### config.mk
export PLATFORM = sky130hd
export DESIGN_NAME = div_clk_bank
export DESIGN_NICKNAME = d
export VERILOG_FILES = /design/src/rtl/div_clk_pkg.sv /design/src/rtl/div_clk_ch.sv /design/src/rtl/div_clk_bank.sv
export SDC_FILE = /design/constraint.sdc
export NUM_CORES = 1
export LEC_CHECK = 0
export ABC_AREA = 0
export ABC_CLOCK_PERIOD_IN_PS = 9700
export CAP_MARGIN = 20
export CORE_MARGIN = 1
export CORE_UTILIZATION = 25
export CTS_BUF_LIST = sky130_fd_sc_hd__clkbuf_8
export CTS_CLUSTER_SIZE = 28
export DETAILED_ROUTE_END_ITERATION = 7
export PLACE_DENSITY_LB_ADDON = 0.08
export SLEW_MARGIN = 20
export SYNTH_ARGS = -nofsm -noshare
export SYNTH_HDL_FRONTEND = slang
export SYNTH_SLANG_ARGS = --single-unit
### constraint.sdc
create_clock -name clk -period 9.7 [get_ports clk]
set_clock_uncertainty 0.1 [all_clocks]
set_input_delay 2.91 -clock clk [delete_from_list [all_inputs] [get_ports clk]]
set_output_delay 2.91 -clock clk [all_outputs]
set_load 0.005 [all_outputs]
### src/rtl/div_clk_pkg.sv
// Shared types and helpers for the div_clk_bank clock divider bank.
// Optional phase alignment input is enabled with DIV_CLK_SYNC_EN.
package div_clk_pkg;

    // Widest divisor any instance may use; channels zero-extend into it.
    localparam int unsigned DIV_W_MAX = 32;

    typedef struct packed {
        logic [DIV_W_MAX-1:0] act_div;
        logic [DIV_W_MAX-1:0] shadow;
        logic                 pending;
    } ch_cfg_t;

    function automatic int ch_w(input int n);
        return (n > 1) ? $clog2(n) : 1;
    endfunction

    function automatic logic [DIV_W_MAX:0] half_ceil(
        input logic [DIV_W_MAX-1:0] d
    );
        return ({1'b0, d} + (DIV_W_MAX + 1)'(1)) >> 1;
    endfunction

endpackage

### src/rtl/div_clk_ch.sv
// One divider channel: counter, active/shadow divisor, registered outputs.
// With DIV_CLK_SYNC_EN a sync strobe realigns the channel to cnt 0.
module div_clk_ch
    import div_clk_pkg::*;
#(
    parameter int DIV_W     = 16,
    parameter int RESET_DIV = 2
) (
    input  logic             clk,
    input  logic             rst,
    input  logic             sw,
    input  logic             wr,
    input  logic [DIV_W-1:0] wr_div,
`ifdef DIV_CLK_SYNC_EN
    input  logic             sync,
`endif
    output logic             div_clk,
    output logic             tick,
    output logic             pending
);

    localparam logic [DIV_W_MAX-1:0] RST_X = DIV_W_MAX'(RESET_DIV);

    ch_cfg_t              cfg_q;
    logic [DIV_W-1:0]     cnt_q;
    logic [DIV_W_MAX-1:0] cnt_x;
    logic [DIV_W_MAX-1:0] wr_x;
    logic [DIV_W_MAX:0]   half;
    logic                 running;
    logic                 at_end;
    logic                 realign;
    logic                 apply;

    assign cnt_x   = DIV_W_MAX'(cnt_q);
    assign wr_x    = DIV_W_MAX'(wr_div);
    assign half    = half_ceil(cfg_q.act_div);
    assign running = sw && (cfg_q.act_div != '0);
    // Subtraction only matters while running, i.e. when act_div >= 1.
    assign at_end  = running &&
                     (cnt_x == cfg_q.act_div - DIV_W_MAX'(1));

`ifdef DIV_CLK_SYNC_EN
    assign realign = sync;
`else
    assign realign = 1'b0;
`endif

    assign apply = realign || !running || at_end;

    always_ff @(posedge clk) begin
        if (rst) begin
            cnt_q         <= '0;
            cfg_q.act_div <= RST_X;
            cfg_q.shadow  <= RST_X;
            cfg_q.pending <= 1'b0;
            div_clk       <= 1'b0;
            tick          <= 1'b0;
        end else begin
            tick    <= running && (cnt_q == '0);
            div_clk <= running && ({1'b0, cnt_x} < half);

            if (apply)
                cnt_q <= '0;
            else
                cnt_q <= cnt_q + DIV_W'(1);

            // A write landing on the apply edge bypasses the shadow.
            if (apply) begin
                cfg_q.act_div <= wr ? wr_x : cfg_q.shadow;
                cfg_q.shadow  <= wr ? wr_x : cfg_q.shadow;
                cfg_q.pending <= 1'b0;
            end else if (wr) begin
                cfg_q.shadow  <= wr_x;
                cfg_q.pending <= 1'b1;
            end
        end
    end

    assign pending = cfg_q.pending;

endmodule

### src/rtl/div_clk_bank.sv
// NUM_CH independent glitch-free programmable clock dividers.
// Define DIV_CLK_SYNC_EN to add the i_sync phase-alignment input.
module div_clk_bank
    import div_clk_pkg::*;
#(
    parameter  int NUM_CH    = 4,
    parameter  int DIV_W     = 16,
    parameter  int RESET_DIV = 2,
    localparam int CH_W      = ch_w(NUM_CH)
) (
    input  logic              clk,
    input  logic              rst,
    input  logic [NUM_CH-1:0] i_sw,
    input  logic              i_cfg_valid,
    input  logic [CH_W-1:0]   i_cfg_ch,
    input  logic [DIV_W-1:0]  i_cfg_div,
`ifdef DIV_CLK_SYNC_EN
    input  logic              i_sync,
`endif
    output logic [NUM_CH-1:0] o_div_clk,
    output logic [NUM_CH-1:0] o_tick,
    output logic [NUM_CH-1:0] o_pending
);

    // Out-of-range channel numbers match no strobe and are dropped.
    for (genvar c = 0; c < NUM_CH; c++) begin : g_ch
        logic wr;

        assign wr = i_cfg_valid && (i_cfg_ch == CH_W'(c));

        div_clk_ch #(
            .DIV_W     (DIV_W),
            .RESET_DIV (RESET_DIV)
        ) u_ch (
            .clk     (clk),
            .rst     (rst),
            .sw      (i_sw[c]),
            .wr      (wr),
            .wr_div  (i_cfg_div),
`ifdef DIV_CLK_SYNC_EN
            .sync    (i_sync),
`endif
            .div_clk (o_div_clk[c]),
            .tick    (o_tick[c]),
            .pending (o_pending[c])
        );
    end

endmodule

# [Word level (Yosys, flattened, before mapping)]
# Index checks and enable logic that the tools add are counted.
[word_totals] ff_bits=332 inputBits=25 out_inout_bits=12 wordCells=104
[op_classes] addsub=12 n_lt_le_gt_ge=4 eq_ne=7 muxes=12 reduce_logical=45
[ops] op="$mux W33" count=8
[ops] op="$add A32 B1 Y33 const B" count=4
[ops] op="$eq A16 B32 Y1" count=4
[ops] op="$lt A16 B32 Y1" count=4
[ops] op="$mux W32" count=4
[ops] op="$reduce_bool A32 Y1" count=4
[ops] op="$sub A32 B1 Y32 const B" count=4
[ops] op="$add A16 B1 Y16 const B" count=4
[ops] op="$logic_not A16 Y1" count=4
[ops] op="$logic_and A1 B1 Y1" count=20
[ops] op="$reduce_bool A2 Y1" count=4
[ops] op="$reduce_or A2 Y1" count=4
[ops] op="$eq A2 B2 Y1 const B" count=2
[ops] op="$logic_not A1 Y1" count=4
[ops] op="$logic_or A1 B1 Y1" count=4
[ops] op="$eq A2 B1 Y1 const B" count=1
[ops] op="$logic_not A2 Y1" count=1

# [Logic depth before layout (Yosys ltp)]
# Gate-level depths: netlist of the first run.
[depth] depth_word=5 depth_mapped=14 ltp_nobuf=13

# [By module]
# Synthesis of the first run repeated with hierarchy kept, for this count alone.
[unflattened] hier_cells=2100 area_unflattened_um2=18260.0
[modules_own_cells] module="div_clk_ch" n_inst=4 cells_each=524 area_per_inst_um2=4555.6 seq_area_each_um2=1661.6
[modules_own_cells] module="div_clk_bank" n_inst=1 cells_each=4 area_per_inst_um2=37.5 seq_area_each_um2=0.0

# [Worst setup path after synthesis of the first run]
# Ideal clock, no wire load.
[synth_timing] path_type="in2reg" start="in i_cfg_ch[0]" end="reg g_ch[0].u_ch.cfg_q[55] in the netlist's numbering" setup_time_ns=0.117 arrival_time_ns=4.338 required_time_ns=9.483 slack_ns=5.145 cell_stages=6 n_path_buf=2 cell_sequence="clkbuf_1 nor3b_1 nor2_1 clkbuf_1 and2_1 o22a_1"
[synth_between] elab_chain_len=3
[synth_rtl] item="start: declaration" line="div_clk_bank.sv:15" text="input logic [CH_W-1:0] i_cfg_ch,"
[synth_rtl] item="$logic_not A2 Y1" line="div_clk_bank.sv:29" text="assign wr = i_cfg_valid && (i_cfg_ch == CH_W'(c));"
[synth_rtl] item="$logic_and A1 B1 Y1" line="div_clk_bank.sv:29"
[synth_rtl] item="$mux W32" line="div_clk_ch.sv:69" text="cfg_q.act_div <= wr ? wr_x : cfg_q.shadow;"
[synth_rtl] item="end: declaration" line="div_clk_ch.sv:24" text="ch_cfg_t cfg_q;"
# Every way passes these cells.
# A chain may end at the register's enable or synchronous reset.

# [Worst setup path in the final report of the first run]
[layout_timing] start="in i_sw[3]" end="reg g_ch[3].u_ch.cfg_q[34] in the netlist's numbering"
[layout_between] elab_chain_len=3 elab_cells_between_ends=4 classes_between="reduce/logical (4)"
[layout_rtl] item="start: declaration" line="div_clk_bank.sv:13" text="input logic [NUM_CH-1:0] i_sw,"
[layout_rtl] item="$logic_and A1 B1 Y1 (*)" line="div_clk_ch.sv:37" text="assign running = sw && (cfg_q.act_div != '0);"
[layout_rtl] item="$logic_not A1 Y1 or $logic_and A1 B1 Y1 (tied branches)" line="div_clk_ch.sv:48, div_clk_ch.sv:39"
[layout_rtl] item="$logic_or A1 B1 Y1 (*)" line="div_clk_ch.sv:48" text="assign apply = realign || !running || at_end;"
[layout_rtl] item="end: declaration" line="div_clk_ch.sv:24"
# Mark *: on every way between the ends. The rest lies on a longest branch, timed or not.

==> flow_summary.ini, run 1 <==
[floorplanning]
dieArea_mm2 = 0.0734
row_count = 98
start_util_pct = 25.3
core_mm2 = 0.0715
dieHeight_um = 271
ios = 37
fp.dieW_um = 271

[detailed_routing]
first_pass_iters = 5
wirelength_mm = 53.7
drc = 0
wl_per_cell_um = 17.2
vias = 15100
dr.first_iter.drc_count = 845
drt.antenna.violating_nets = 0
vias_per_cell = 4.81

[clock_tree]
cts_root_buffer = clkbuf_8
cts_setup_buffers = 0
cts_resized = 0
clock_path_buffers = 3
cts.clk_slew.worst_paths_ns = 0.06
worstSkewPairLatency_ns = 0.65
cts_tree = yes
holdBufCountCts = 0
htreeDepth = 3
numCtsBuffers = 67
cts_sinks = 332

[worst_setup_path]
crit_buf_inv = 2
crit_arrival_ns = 5.76
crit_path_end_kind = register
critical-path-max-stage-delay_ns = 1.18
startpoint_type = input port
worst-endpoint-required_ns = 10.14
cp_max_fo = 33
crit_family = buffers and inverters
worstPathCellList = clkdlybuf4s50_1 -> or3b_2 -> a21o_1 -> buf_4 -> a22o_1
worstSetupPathType = in -> reg
crit_path_top_delay_cell = clkdlybuf4s50_1

[layout]
stdcell_area_mm2 = 0.0203
layout.nets = 2235
layout.cells.most_common_list = dfxtp_1 (332), nand2_1 (246), nor2_1 (169), inv_1 (121), xnor2_1 (105)
post-route-util_pct = 28.4
syn_to_final_growth_pct = 12.1
layout-drive-gt1-share_pct = 6.48
layout_commonest_cell = dfxtp_1

[global_routing]
grtUsageMet2_pct = 23.2
grt_pass1_wl_mm = 86.5
grt_usage_pct = 14.7
use_met3_pct = 2.56
grt_most_used_layer = met2
grt_pass1_vias = 14700
antenna_found_initial = 3
grt_start_max_net_pins = 50
use_met1_pct = 20.2
grt-ovfl-total = 0

[synth]
avgSynthCellArea_um2 = 8.24
synth_edf_count = 0
async_flop_share_pct = 0
yosys_warnings = 0
ys_types = 75
ys_seq_elements = 332
synthCells = 2196
syn_area_mm2 = 0.0181
synthFlopType = dfxtp_1
syn_nets = 2297
ys_seq_area_share_pct = 36.7

[sta]
finalSetupViolations = 0
slew_violations = 0
finalCriticalPeriod_ns = 5.32
timing.fmax_mhz = 188
hold_ws_ns = 0.331
setup_tns_ns = 0
rsz0062_at_grt = false
finalHoldViolCount = 0
finalCritPeriodShare_pct = 54.9
slew_headroom_pct = 27.7
tightest_slew_ns = 1.08

[power_and_ir_drop]
irDropWorstVdd_mv = 0.0810
leakage_nw = 7.62
power.density_mw_per_mm2 = 161
power.total_mw = 3.26

[placed_design]
io_buffers = 36
gp_congestion = 0.775
hpwl_mm = 37.5
place_area_mm2 = 0.0190

[status]
status = finished, final reports clean

[job]
drv_cap = 0

[hold_path]
hold_path_class = reg -> reg
[logic make-up (layout without fill, tap and decap cells)]
family	count (synthesis)	after routing	synth area share, %
adder cells (fa/ha/maj)	76	76	5.26
other	0	1	0
AND/OR/NAND/NOR	888	888	24.9
multiplexers	10	10	0.553
AO/OA/AOI/OAI	396	396	15.8
buffers and inverters	285	266	6.56
XOR/XNOR	209	209	10.1
flip-flops	332	332	36.7
[cell usage after synthesis (12+ instances only)]
cell | n | area, um2
o21ai_0 | 47 | 235
buf_2 | 13 | 65.1
a22oi_1 | 33 | 248
xnor2_1 | 105 | 920
nor3_1 | 71 | 355
nor2_1 | 171 | 642
and4_1 | 14 | 123
and3_1 | 41 | 257
inv_1 | 101 | 379
xor2_1 | 104 | 911
clkbuf_1 | 139 | 522
ha_1 | 76 | 951
nor4_1 | 38 | 238
buf_4 | 15 | 113
dfxtp_1 | 332 | 6650
a31oi_1 | 19 | 119
nand3_1 | 80 | 400
nand2b_1 | 12 | 75.1
and2_1 | 41 | 257
nor3b_1 | 37 | 278
a211oi_1 | 14 | 105
nand4_1 | 51 | 319
a21oi_1 | 93 | 465
a21o_1 | 12 | 90.1
nand3b_1 | 12 | 90.1
o32a_1 | 33 | 330
nand2_1 | 246 | 923
or3_1 | 17 | 106
o22a_1 | 32 | 280
a2bb2oi_1 | 32 | 280
[stage by stage]
| stage | cells | setup WS [ns] |
|---|---|---|
| 4_1_cts | 3127 | 4.40 |
| 3_5_place_dp | 3015 | 3.68 |
| 6_report | 3128 | 4.38 |
| 5_1_grt | 3128 | 4.25 |
| 3_3_place_gp | 3015 | 3.74 |
| 2_1_floorplan | 2196 | 5.15 |
[registers in the layout, indices dropped and copies added (netlist names)]
| name | count |
|---|---|
| g_ch.u_ch.tick | 4 |
| g_ch.u_ch.cnt_q | 64 |
| g_ch.u_ch.cfg_q | 256 |
| g_ch.u_ch.div_clk | 4 |
| g_ch.u_ch.pending | 4 |
[worst register-to-register path, cell delays in order (launching register included)]
cell	delay, ns
dfxtp_1	0.43
or4_1	0.62
or3_1	0.36
or3_1	0.43
mux2i_1	0.16
a2111oi_0	0.43
and4_1	0.30
a21o_1	0.59
buf_4	0.48
a22oi_1	0.18
[where the power goes]
group          switching, mW  leakage, nW  internal [mW]
clock network          0.639        0.736          0.778
logic                  0.194         4.17          0.154
registers             0.0854         2.71           1.41
[per-layer routing]
metal / share of wire [%] / wire length [um]
met5: 0.054 / 29
met2: 45 / 24000
met1: 50 / 26800
met4: 2.0 / 1070
met3: 3.4 / 1810
[final timing paths]
path         slack (ns)                endpoint  depth (start not counted)                   start
max reg2reg        5.45  g_ch[3].u_ch.cfg_q[56]                          9  g_ch[3].u_ch.cfg_q[44]
max                4.38  g_ch[3].u_ch.cfg_q[34]                          5                 i_sw[3]
min                0.33  g_ch[2].u_ch.cfg_q[20]                          2  g_ch[2].u_ch.cfg_q[20]
min reg2reg        0.33  g_ch[2].u_ch.cfg_q[20]                          2  g_ch[2].u_ch.cfg_q[20]
[area by class of cell]
class / count / area, um2
Clock buffer: 81 / 1110
Antenna cell: 1 / 2.50
Fill cell: 7666 / 51200
Multi-Input combinational cell: 1579 / 10300
Clock inverter: 31 / 171
Sequential cell: 332 / 6650
Timing Repair Buffer: 53 / 483
Tap cell: 950 / 1190
Inverter: 101 / 379
(Power assumes the default switching activity.)
==> inputs of run 2 (changes only) <==
--- a/config.mk
+++ b/config.mk
@@ -6,7 +6,7 @@
 export NUM_CORES = 1
 export LEC_CHECK = 0
 export ABC_AREA = 0
-export ABC_CLOCK_PERIOD_IN_PS = 9700
+export ABC_CLOCK_PERIOD_IN_PS = 4700
 export CAP_MARGIN = 20
 export CORE_MARGIN = 1
 export CORE_UTILIZATION = 25
==> constraint.sdc (replaced) <==
create_clock -name clk -period 4.7 [get_ports clk]
set_clock_uncertainty 0.1 [all_clocks]
set_input_delay 1.41 -clock clk [delete_from_list [all_inputs] [get_ports clk]]
set_output_delay 1.41 -clock clk [all_outputs]
set_load 0.005 [all_outputs]
==> flow_summary.ini, run 2 (synthesized netlist as in run 1, its figures left out) <==
[global_routing]
grt-ovfl-total = 0
antenna_found_initial = 3
grt_start_max_net_pins = 34
grt_pass1_vias = 14800
grt_pass1_wl_mm = 86.4
grt_usage_pct = 14.8

[sta]
finalCriticalPeriod_ns = 3.96
finalCritPeriodShare_pct = 84.3
slew_headroom_pct = 35.7
timing.fmax_mhz = 253
finalHoldViolCount = 0
tightest_slew_ns = 0.961
setup_tns_ns = 0
finalSetupViolations = 0
slew_violations = 0
rsz0062_at_grt = false

[clock_tree]
cts_setup_buffers = 0
cts.clk_slew.worst_paths_ns = 0.06
cts_sinks = 332
cts_resized = 0
cts_root_buffer = clkbuf_8
cts_tree = yes
holdBufCountCts = 0
clock_path_buffers = 3
worstSkewPairLatency_ns = 0.66
htreeDepth = 3
numCtsBuffers = 66

[worst_setup_path]
crit_path_top_delay_cell = or4_4
worst-endpoint-required_ns = 5.19
crit_path_end_kind = register
critical-path-max-stage-delay_ns = 0.59
crit_arrival_ns = 4.45
worstSetupPathType = reg -> reg
crit_family = simple AND/OR/NAND/NOR gates
cp_max_fo = 27
crit_buf_inv = 2
r2r_cells = 11
startpoint_type = register
worstPathCellList = inv_1 -> ha_1 -> or3b_2 -> or4_4 -> a211o_1 -> o41a_1 -> a211oi_2 -> o2111ai_2 -> or2b_1 -> buf_12 -> o22a_1
critical_path_cell_count = 11

[layout]
layout-drive-gt1-share_pct = 7.20
layout.nets = 2253
top_regs = g_ch.u_ch.cfg_q: 256 flops, g_ch.u_ch.cnt_q: 64 flops
layout_commonest_cell = dfxtp_1
largest_reg_flops = 256
syn_to_final_growth_pct = 13.0
regMostFlops = g_ch.u_ch.cfg_q
finalNonFillerCells = 3145
layout.cells.most_common_list = dfxtp_1 (332), nand2_1 (246), nor2_1 (169), inv_1 (121), xnor2_1 (105)

[detailed_routing]
wl_per_cell_um = 17.1
met2_wirelength_mm = 24.3
vias_per_cell = 4.78
drt.antenna.violating_nets = 0
dr.max_layer_used = met5
wirelength_mm = 53.9
vias = 15000
first_pass_iters = 5
m1WireLength_mm = 26.2
wl_met3_mm = 2.11
dr.first_iter.drc_count = 696
drc = 0

[floorplanning]
core_mm2 = 0.0715
dieHeight_um = 271
ios = 37
fp.dieW_um = 271
row_count = 98
dieArea_mm2 = 0.0734
start_util_pct = 25.3

[placed_design]
gp_congestion = 0.795
io_buffers = 36
hpwl_mm = 38.3
dp_cells = 3034

[power_and_ir_drop]
power.density_mw_per_mm2 = 328
irDropWorstVdd_mv = 0.202
leakage_nw = 7.72

[status]
status = finished, final reports clean

[hold_path]
hold_path_class = reg -> reg
worstHoldPathCells = 2

[job]
drv_cap = 0
run 2: cell count changes in the layout (fill, tap and decap cells not counted):
cell      change
clkinv_2      +1
or2_4         -1
or2_2         +1
clkbuf_8      -3
buf_4        +14
buf_12        +5
run 2: final cells by class:
cell class	instances	area, um2
multi-input cells	1579	10300
clock inverters	32	176
repair buffers	72	688
clock buffers	78	1070
fillers	7659	51000
diodes	1	2.50
well taps	950	1190
flip-flops and latches	332	6650
inverters	101	379
run 2: worst paths after layout:
path | from | end | slack (ns)
setup / recovery | g_ch[0].u_ch.cfg_q[33] | g_ch[0].u_ch.cfg_q[60] | 0.74
hold / removal | g_ch[3].u_ch.cfg_q[26] | g_ch[3].u_ch.cfg_q[26] | 0.33
setup reg to reg | g_ch[0].u_ch.cfg_q[33] | g_ch[0].u_ch.cfg_q[60] | 0.74
hold reg to reg | g_ch[3].u_ch.cfg_q[26] | g_ch[3].u_ch.cfg_q[26] | 0.33
run 2: tightest hold or removal path: stages, from the launching register on:
cell and delay [ns]:
dfxtp_1 0.30, nand2_1 0.06, inv_1 0.04
run 2: per-layer routing:
layer  global-route usage [%]  vias to the layer above
met3                     2.84                       74
met5                        0                        -
met2                     23.3                      245
met1                     19.9                     7061
li1                         -                     7646
met4                     5.34                        4
run 2: where the power goes:
part	switching [mW]	internal (mW)	total, mW
clock network	1.33	1.55	2.88
logic	0.416	0.332	0.748
registers	0.163	2.91	3.07
total	1.91	4.80	6.70
run 2: metrics by stage:
step	power (mW)	worst slack (ns)	util [%]	area, um2	hold slack [ns]
global placement	3.88	0.779	26.8	19200	0.314
detailed placement	3.89	0.768	26.8	19200	0.322
global route	7.10	0.491	28.6	20400	0.357
finish	6.70	0.740	28.6	20400	0.331
floorplan	3.63	0.958	-	18100	0.304
CTS	6.87	0.753	28.6	20400	0.336
==> inputs of run 3 (changes only) <==
--- a/config.mk
+++ b/config.mk
@@ -6,7 +6,7 @@
 export NUM_CORES = 1
 export LEC_CHECK = 0
 export ABC_AREA = 0
-export ABC_CLOCK_PERIOD_IN_PS = 4700
+export ABC_CLOCK_PERIOD_IN_PS = 4100
 export CAP_MARGIN = 20
 export CORE_MARGIN = 1
 export CORE_UTILIZATION = 25
==> constraint.sdc (replaced) <==
create_clock -name clk -period 4.1 [get_ports clk]
set_clock_uncertainty 0.1 [all_clocks]
set_input_delay 1.23 -clock clk [delete_from_list [all_inputs] [get_ports clk]]
set_output_delay 1.23 -clock clk [all_outputs]
set_load 0.005 [all_outputs]
==> flow_summary.ini, run 3 (synthesized netlist as in run 1, its figures left out) <==
[status]
status = finished, final reports clean

[worst_setup_path]
worst-endpoint-required_ns = 4.55
worstPathCellList = inv_1 -> ha_1 -> or3b_2 -> or4_4 -> a211o_1 -> o41a_1 -> a211oi_2 -> o2111ai_2 -> and2_4 -> o22a_1
crit_path_end_kind = register
cp_max_fo = 31
crit_arrival_ns = 4.25
crit_path_top_delay_cell = or4_4
worstSetupPathType = reg -> reg
critical-path-max-stage-delay_ns = 0.59
crit_buf_inv = 1
startpoint_type = register
crit_family = simple AND/OR/NAND/NOR gates

[clock_tree]
cts_root_buffer = clkbuf_8
cts_setup_buffers = 0
numCtsBuffers = 61
htreeDepth = 2
cts_sinks = 332
cts_tree = yes
cts_resized = 0
worstSkewPairLatency_ns = 0.67
clock_path_buffers = 3
holdBufCountCts = 0
cts.clk_slew.worst_paths_ns = 0.06

[floorplanning]
dieHeight_um = 271
dieArea_mm2 = 0.0734
fp.dieW_um = 271
ios = 37
row_count = 98
start_util_pct = 25.3
core_mm2 = 0.0715

[detailed_routing]
wirelength_mm = 52.9
vias_per_cell = 4.71
wl_per_cell_um = 16.8
dr.first_iter.drc_count = 663
drc = 0
vias = 14800
drt.antenna.violating_nets = 0
first_pass_iters = 5

[layout]
layout.nets = 2254
finalNonFillerCells = 3151
largest_reg_flops = 256
syn_to_final_growth_pct = 13.8
regMostFlops = g_ch.u_ch.cfg_q
top_regs = g_ch.u_ch.cfg_q: 256 flops, g_ch.u_ch.cnt_q: 64 flops
layout_commonest_cell = dfxtp_1
layout-drive-gt1-share_pct = 7.77
post-route-util_pct = 28.8
layout.cells.most_common_list = dfxtp_1 (332), nand2_1 (246), nor2_1 (169), inv_1 (114), xnor2_1 (105)

[power_and_ir_drop]
irDropWorstVdd_mv = 0.258
power.density_mw_per_mm2 = 384
leakage_nw = 7.77

[job]
drv_cap = 0

[hold_path]
hold_path_class = reg -> reg

[placed_design]
dp_cells = 3040
gp_congestion = 0.806
io_buffers = 36
hpwl_mm = 38.2

[sta]
hold_ws_ns = 0.329
rsz0062_at_grt = false
tightest_slew_ns = 0.816
slew_headroom_pct = 45.5
setup_tns_ns = 0
finalCritPeriodShare_pct = 92.5
finalHoldViolCount = 0
finalSetupViolations = 0
timing.fmax_mhz = 264
slew_violations = 0
finalCriticalPeriod_ns = 3.79

[global_routing]
grt_pass1_vias = 14800
grt_start_max_net_pins = 33
grt_usage_pct = 14.4
grt_pass1_wl_mm = 85.2
grt-ovfl-total = 0
antenna_found_initial = 3
run 3: final cells by class:
type,count,area [um2]
inverter,101,379
sequential,332,6650
antenna,1,2.50
multi-input combinational,1579,10300
timing repair buffer,78,708
fill,7649,50900
clock inverter,27,228
tap,950,1190
clock buffer,83,1140
run 3: worst paths after layout:
check | from | endpoint | slack, ns | cells after the start
min reg2reg | g_ch[2].u_ch.cfg_q[17] | g_ch[2].u_ch.cfg_q[17] | 0.33 | 2
min | g_ch[2].u_ch.cfg_q[17] | g_ch[2].u_ch.cfg_q[17] | 0.33 | 2
max reg2reg | g_ch[0].u_ch.cfg_q[34] | g_ch[0].u_ch.cfg_q[38] | 0.31 | 10
max | g_ch[0].u_ch.cfg_q[34] | g_ch[0].u_ch.cfg_q[38] | 0.31 | 10
run 3: per-stage QoR:
stage / power (mW) / setup slack, ns / cell area [um2]
6_report: 7.91 / 0.306 / 20600
5_1_grt: 8.34 / 0.0868 / 20600
4_1_cts: 8.11 / 0.290 / 20600
3_5_place_dp: 4.46 / 0.306 / 19200
3_3_place_gp: 4.46 / 0.393 / 19200
2_1_floorplan: 4.17 / 0.358 / 18100
run 3: layer usage:
| metal | wire length (um) | vias up | track usage [%] |
|---|---|---|---|
| met5 | 31 | - | 0 |
| met4 | 1100 | 4 | 3.90 |
| met3 | 1630 | 73 | 2.60 |
| met2 | 24400 | 147 | 23.9 |
| met1 | 25800 | 6973 | 19.0 |
| li1 | - | 7648 | - |
run 3: report_power, final:
group / switching, mW / internal, mW / total, mW
Sequential: 0.184 / 3.33 / 3.52
Clock: 1.49 / 2.04 / 3.53
Combinational: 0.477 / 0.387 / 0.865
Total: 2.15 / 5.77 / 7.91
run 3: worst reg2reg max path: cells and delay by family, from the launching register on:
kind                       cells  cell delay [ns]
AOI/OAI and AO/OA              5             1.42
adders and majority gates      1             0.20
buffers and inverters          1             0.10
DFF                            1             0.36
and+or+nand+nor                3             1.50
